[src/rtl/cdb_result_fifo.sv]
// cdb_result_fifo: first-word-fall-through result queue in front of the common data bus.
// Optional same-cycle empty-FIFO bypass is enabled by defining CDB_FIFO_BYPASS_EN.
module cdb_result_fifo #(
  parameter int DEPTH  = 8,
  parameter int DATA_W = 32,
  parameter int TAG_W  = 4
) (
  input  logic                     clk,
  input  logic                     reset,
  input  logic                     wr_en,
  input  logic [TAG_W-1:0]         wr_tag,
  input  logic [DATA_W-1:0]        wr_data,
  input  logic                     cdb_grant,
  output logic                     cdb_valid,
  output logic [TAG_W-1:0]         cdb_tag,
  output logic [DATA_W-1:0]        cdb_data,
  output logic                     full,
  output logic                     empty,
  output logic [$clog2(DEPTH):0]   count,
  output logic                     overflow
);
  localparam int AW = $clog2(DEPTH);
  localparam logic [TAG_W-1:0] NO_TAG = '1;
  localparam logic [AW:0] FULL_CNT = (AW+1)'(DEPTH);
  logic [DATA_W-1:0] data_q [DEPTH];
  logic [TAG_W-1:0]  tag_q  [DEPTH];
  logic [AW-1:0]     wptr_q, wptr_d, rptr_q, rptr_d;
  logic [AW:0]       count_q, count_d;
  logic              ovf_q, ovf_d;
  logic              wr_ok, pop, push, store;
  assign empty    = count_q == '0;
  assign full     = count_q == FULL_CNT;
  assign count    = count_q;
  assign overflow = ovf_q;
  always_comb begin
    wr_ok = wr_en && wr_tag != NO_TAG;
    pop   = cdb_grant && !empty;
    push  = wr_ok && (!full || pop);
`ifdef CDB_FIFO_BYPASS_EN
    // A result granted while bypassing an empty queue never touches storage
    store     = push && !(empty && cdb_grant);
    cdb_valid = !empty || wr_ok;
    cdb_tag   = !empty ? tag_q[rptr_q]  : wr_ok ? wr_tag  : NO_TAG;
    cdb_data  = !empty ? data_q[rptr_q] : wr_ok ? wr_data : '0;
`else
    store     = push;
    cdb_valid = !empty;
    cdb_tag   = empty ? NO_TAG : tag_q[rptr_q];
    cdb_data  = empty ? '0 : data_q[rptr_q];
`endif
    wptr_d  = wptr_q + AW'(store);
    rptr_d  = rptr_q + AW'(pop);
    count_d = count_q + (AW+1)'(store) - (AW+1)'(pop);
    ovf_d   = ovf_q | (wr_ok && full && !pop);
  end
  always_ff @(posedge clk) begin
    if (reset) begin
      wptr_q  <= '0;
      rptr_q  <= '0;
      count_q <= '0;
      ovf_q   <= 1'b0;
    end else begin
      wptr_q  <= wptr_d;
      rptr_q  <= rptr_d;
      count_q <= count_d;
      ovf_q   <= ovf_d;
    end
  end
  always_ff @(posedge clk) begin
    if (store && !reset) begin
      data_q[wptr_q] <= wr_data;
      tag_q[wptr_q]  <= wr_tag;
    end
  end
endmodule

[config.mk]
export PLATFORM = sky130hd
export DESIGN_NAME = cdb_result_fifo
export DESIGN_NICKNAME = d
export VERILOG_FILES = /design/src/rtl/cdb_result_fifo.sv
export SDC_FILE = /design/constraint.sdc
export NUM_CORES = 1
export LEC_CHECK = 0
export ABC_AREA = 1
export BUFFER_PORTS_ARGS = -buffer_cell sky130_fd_sc_hd__clkbuf_2
export CORE_ASPECT_RATIO = 0.5
export CORE_MARGIN = 1
export CORE_UTILIZATION = 55
export CTS_CLUSTER_DIAMETER = 50
export DETAILED_ROUTE_END_ITERATION = 10
export HOLD_SLACK_MARGIN = 0.12
export PLACE_DENSITY_LB_ADDON = 0.3
export SYNTH_ARGS = -nofsm -noshare
export SYNTH_HDL_FRONTEND = slang
export SYNTH_SLANG_ARGS = --single-unit
[constraint.sdc]
create_clock -name clk -period 6.5 [get_ports clk]
set_clock_uncertainty 0.1 [all_clocks]
set_input_delay 0.325 -clock clk [delete_from_list [all_inputs] [get_ports clk]]
set_output_delay 0.325 -clock clk [all_outputs]
set_load 0.02 [all_outputs]
==> results of run 1 <==
## cell type report
type                            count  area (µm²)  share of cell area [%]
Inverter                           84         318                    2.22
Multi-Input combinational cell    729        3090                    21.6
Sequential cell                   299        8880                    62.1
Clock buffer                       31         669                    4.69
Timing Repair Buffer              130         866                    6.06
Antenna cell                        1        2.50                  0.0175
Clock inverter                     12        88.8                   0.622
Tap cell                          300         375                    2.63
## where the power goes
part	switching [W]	total, W	internal (W)	leakage, nW
registers	0.000134	0.00233	0.00219	2.69
clock network	0.000648	0.00142	0.000769	0.372
logic	0.00120	0.00172	0.000524	2.79
total	0.00198	0.00547	0.00349	5.86
## cells in the mapped netlist
master	instances	area, µm²
clkbuf_1	13	48.8
buf_4	2	15.0
dfxtp_1	11	220
buf_2	31	155
fa_1	1	20.0
nand3_1	104	521
a21oi_1	36	180
inv_1	82	308
nor2_1	85	319
xnor2_1	3	26.3
clkinv_1	1	3.75
buf_6	7	78.8
inv_4	1	6.26
edfxtp_1	288	8650
ha_1	9	113
buf_1	6	22.5
o21ai_0	1	5.00
nor3b_1	1	7.51
nand2_1	489	1840
## layer usage
| layer | track usage, % | up-vias | share of wire (%) |
|---|---|---|---|
| li1 | - | 4038 | - |
| met1 | 32.1 | 4025 | 45 |
| met2 | 36.9 | 331 | 46 |
| met3 | 3.26 | 36 | 7.0 |
| met4 | 5.52 | 0 | 1.8 |
| met5 | 0 | - | 0 |
## metrics by stage
step	cells	area, µm²	hold slack, ps	power [W]
2_1_floorplan	1171	12500	324	0.00357
3_3_place_gp	1503	13100	358	0.00402
3_5_place_dp	1503	13100	365	0.00406
4_1_cts	1585	14300	375	0.00548
5_1_grt	1586	14300	404	0.00576
6_report	1586	14300	371	0.00547
## cell families (layout without fill, tap and decap cells)
logic type                 after synthesis  in the layout  share of synthesized area [%]
adders and majority gates               10             10                           1.06
AOI/OAI and AO/OA                       37             37                           1.48
other                                    0              1                              0
DFF                                    299            299                           70.8
buffers and inverters                  143            257                           5.09
xor gates and xnor gates                 3              3                          0.210
and+or+nand+nor                        679            679                           21.4
## tightest hold or removal path: stages, from the launching register on
cell and delay (ps):
dfxtp_1 320, inv_1 50, a21oi_1 50
## what timing repair did
item / in CTS / in global routing
gates resized for setup: 0 / 0
hold endpoints to repair: 298 / 0
hold buffers: 39 / 0
buffers inserted: 0 / 0
## how the worst min path moves through the flow
stage | end | from | slack (ps)
global route | overflow | overflow | 400
detailed placement | overflow | overflow | 360
CTS | overflow | overflow | 380
finish | overflow | overflow | 370
global placement | overflow | overflow | 360
floorplan | data_q[0][0] | wr_data[0] | 320
## sequential cells by signal (all words and copies together) (netlist names)
signal	count
count	4
rptr_q	3
overflow	1
data_q	256
wptr_q	3
tag_q	32
==> metrics.md, run 1 <==
| Metric | Value |
|---|---|
| Routed length per placed instance | 16.4 µm |
| Final min period | 4070 ps |
| Die W | 215 µm |
| Largest net degree at the start of global routing | 93 |
| Critical Path Fanout Max | 39 |
| End of the critical path | data_q[6][26] |
| Power per cell area | 383 nW/µm² |
| HPWL after detailed placement | 13.7 mm |
| Cells after Synth | 1171 |
| Cell family with most CP delay | simple AND/OR/NAND/NOR gates |
| Fin Setup TNS | 0 ps |
| CP Launch Type | flip-flop |
| Reg2reg path depth | 7 |
| Relative slew margins | 14.0% |
| Post-Syn Area per Cell | 10.7 µm² |
| Vias/cell | 5.32 |
| Final Core Density | 64.9% |
| Via count | 8430 |
| CTS tree | done |
| CTS sink count | 299 |
| Clk root buf | clkbuf_16 |
| Longest Clk Path Bufs | 3 |
| WP depth | 7 |
| Drt initial violations | 826 |
| Dpl ws | 2470 ps |
| Slew @ Worst Pin | 1290 ps |
| Max-cap violations | 0 |
| Net count after synthesis | 1221 |
| Initial core utilization | 56.9% |
| Antenna viol nets, final | 0 |
| Critical path required time | 6540 ps |
| Hold path depth | 2 |
| H-tree levels | 1 |
| Leading cell type in the layout, fill and taps excluded | nand2_1 |
| Die area | 23400 µm² |
| Worst vdd ir | 464 µV |
| Commonest non-fill, non-tap cells in the layout | nand2_1 (488), edfxtp_1 (288), nand3_1 (104) |
| Max incr delay on CP | 1230 ps |
| Crit. Startpoint | count[3] |
| Initial antenna violation count | 1 |
| Total gr overflow | 0 |
| Yosys reg bits | 299 |
| FF-to-FF setup slack | 2430 ps |
| First-pass GRT wire length | 41.3 mm |
| Distinct cells, synth | 19 |
| RSZ-0062 raised after global routing | no |
| # nets final | 1320 |
| CTS Buf Count | 26 |
| Slowest-stage cell, CP | nor2_4 |
| Worst Slack Setup Final | 2430 ps |
| Number of global-route vias before repair | 8065 |
| CTS clk-pin slew, worst paths | 70 ps |
| Row count | 38 |
| Final Hold Fails | 0 |
| Critical Path, Cell by Cell | inv_1 -> ha_1 -> nand2_2 -> nand2_1 -> nand2_1 -> nand3_1 -> nor2_4 |
| Crit path buf inv count | 1 |
| Synthesized cell area | 12500 µm² |
| GPL Wtd Cong | 0.785 |
| Finish-stage setup viols | 0 |
| Drt total wl | 25.9 mm |
| Layout area overhead | 14.0% |
| Seq/Total Area, Yosys | 70.8% |
| Reg2reg start | count[3] |
| GRT Resource Usage Total | 22.5% |
| Crit path kind | flip-flop to flip-flop |
| WP data arrival | 4110 ps |
| I/O Buffers | 83 |
| Final Slew Violations | 0 |
| Core Region | 22000 µm² |
| Most used cell along the critical path | nand2_1 |
| Fmax | 246 MHz |
| Min-delay worst type | flip-flop to flip-flop |
| Worst r2r dst | data_q[6][26] |
| Share of cells above drive strength 1 | 10.7% |
| Worst-Skew Late Latency | 520 ps |
| Fillers | 1607 |
| Outcome | finished clean |
| Period utilization | 62.6% |
| LEAKAGE | 5.86 nW |
| Synth warnings | 0 |
| DRC viols | 0 |
| Drt pass-1 iters | 5 |
| # IOs | 84 |
| CP endpoint kind | flip-flop |
| Die Ht | 109 µm |
Note: power is estimated with default switching activity, not from simulation.
==> inputs of run 2 (changes only) <==
clock period = 4.1 ns   (was 6.5 ns; I/O delays follow)
==> run 2 against run 1 <==
Against the previous run:
- critical path depth up 2
- final area up 1.1%
- worst hold slack worse by 180 ps
- combinational power up 61%
- wire length up 4.3%
- sequential share of layout area down 0.65 points
- die area unchanged
- global-route usage up 0.83 points
- core utilization up 0.69 points
==> metrics.md, run 2 (synthesis results as in run 1) <==
| Metric | Value |
|---|---|
| Max incr delay on CP | 960 ps |
| Longest Clk Path Bufs | 3 |
| FF-to-FF setup slack | 1190 ps |
| DRC viols | 0 |
| Die W | 215 µm |
| Reg2reg start | count[2] |
| Hold path depth | 7 |
| Period utilization | 89.2% |
| HPWL after detailed placement | 14.0 mm |
| Initial antenna violation count | 1 |
| Reg2reg path depth | 8 |
| Antenna viol nets, final | 0 |
| I/O Buffers | 83 |
| Worst-Skew Late Latency | 520 ps |
| CTS sink count | 299 |
| Commonest non-fill, non-tap cells in the layout | nand2_1 (488), edfxtp_1 (288), nand3_1 (104) |
| Critical Path, Cell by Cell | inv_4 -> buf_4 -> nand2_1 -> nand2_1 -> nand2_1 -> nand3_1 -> nand2_1 -> nor2_1 -> clkbuf_2 |
| Max-cap violations | 0 |
| Relative slew margins | 20.7% |
| Die area | 23400 µm² |
| Critical path required time | 3800 ps |
| H-tree levels | 1 |
| Vias/cell | 5.37 |
| Largest net degree at the start of global routing | 114 |
| Max FFs per register | 256 |
| Fmax | 273 MHz |
| Biggest register | data_q |
| # nets final | 1328 |
| Total power | 0.00885 W |
| Die Ht | 109 µm |
| Core Region | 22000 µm² |
| Layout area overhead | 15.2% |
| Outcome | finished clean |
| Dpl ws | 1080 ps |
| Most used cell along the critical path | nand2_1 |
| Fillers | 1593 |
| Slew @ Worst Pin | 1190 ps |
| CTS clk-pin slew, worst paths | 60 ps |
| Final Core Density | 65.6% |
| Min-delay worst type | input pin to flip-flop |
| Leading cell type in the layout, fill and taps excluded | nand2_1 |
| # IOs | 84 |
| Final Hold Fails | 0 |
| WP data arrival | 3350 ps |
| Slowest-stage cell, CP | inv_4 |
| Drt initial violations | 817 |
| Number of global-route vias before repair | 8223 |
| Row count | 38 |
| Setup Fix Bufs, Post-CTS | 0 |
| Final min period | 3660 ps |
| Drt total wl | 27.0 mm |
| Clk root buf | clkbuf_16 |
| Share of cells above drive strength 1 | 11.4% |
| Hold Startpoint | cdb_grant |
| First-pass GRT wire length | 42.4 mm |
| Initial core utilization | 56.9% |
| CTS Buf Count | 26 |
| Total gr overflow | 0 |
| Routed length per placed instance | 16.9 µm |
| Crit path kind | flip-flop to primary output |
| CTS tree | done |
| Crit. Startpoint | rptr_q[0] |
| GPL Wtd Cong | 0.775 |
| Finish-stage setup viols | 0 |
| Storage cell area | 8880 µm² |
| LEAKAGE | 5.93 nW |
| CP Launch Type | flip-flop |
| GRT Resource Usage Total | 23.3% |
| Drt pass-1 iters | 5 |
| CP endpoint kind | primary output |
| Worst vdd ir | 731 µV |
| RSZ-0062 raised after global routing | no |
| Via count | 8589 |
| Final Slew Violations | 0 |
| Worst Slack Setup Final | 444 ps |
| Fin Setup TNS | 0 ps |
| Multi-input gate area | 3090 µm² |
| Critical Path Fanout Max | 113 |
| Power per cell area | 613 nW/µm² |
run 2: cell types whose count changed in the layout (fill, tap and decap cells not counted), sizes merged:
cell         previous run  this run
bufinv                  1         2
clkbuf                114       118
clkinvlp                0         1
clkinv                 11        10
buf                     8        15
dlygate4sd3            39        40
run 2: metrics by stage:
stage | cells | cell area (µm²) | hold slack, ps
after floorplan | 1171 | 12500 | 204
after global placement | 1510 | 13200 | 355
after detailed placement | 1510 | 13200 | 377
after CTS | 1598 | 14400 | 164
after global routing | 1599 | 14400 | 259
final | 1599 | 14400 | 186
run 2: repair_timing:
action	4_1_cts	5_1_grt
endpoints found under the setup margin	0	0
gates resized for setup	0	0
hold endpoints to repair	299	0
hold buffers	40	0
run 2: layer usage:
layer	share of wire (%)	wire [µm]	track usage (%)	vias to the layer above
li1	-	-	-	4060
met1	44	11800	33.3	4094
met2	47	12600	37.6	380
met3	8.0	2160	3.63	55
met4	1.9	527	6.69	0
met5	0	0	0	-
run 2: final timing paths:
path / end
hold / removal: count[0]
setup / recovery: cdb_data[18]
hold reg to reg: wptr_q[2]
setup reg to reg: data_q[0][15]
run 2: final cells by class:
cell class,instances,area share (%)
well taps,300,2.60
clock inverters,13,0.754
flip-flops and latches,299,61.5
repair buffers,138,6.52
multi-input cells,729,21.4
clock buffers,35,5.03
diodes,1,0.0173
inverters,84,2.20
run 2: worst max-delay path: cells and delay by family, from the launching register on:
family	cells	cell delay (ps)
AND/OR/NAND/NOR	6	490
buffers and inverters	3	1640
flip-flops	1	550
run 2: report_power, final:
part | switching [W] | internal [W] | total (W) | leakage, nW
clock | 0.00104 | 0.00136 | 0.00241 | 0.405
sequential | 0.000195 | 0.00348 | 0.00367 | 2.69
combinational | 0.00193 | 0.000845 | 0.00277 | 2.84
total | 0.00317 | 0.00569 | 0.00885 | 5.93
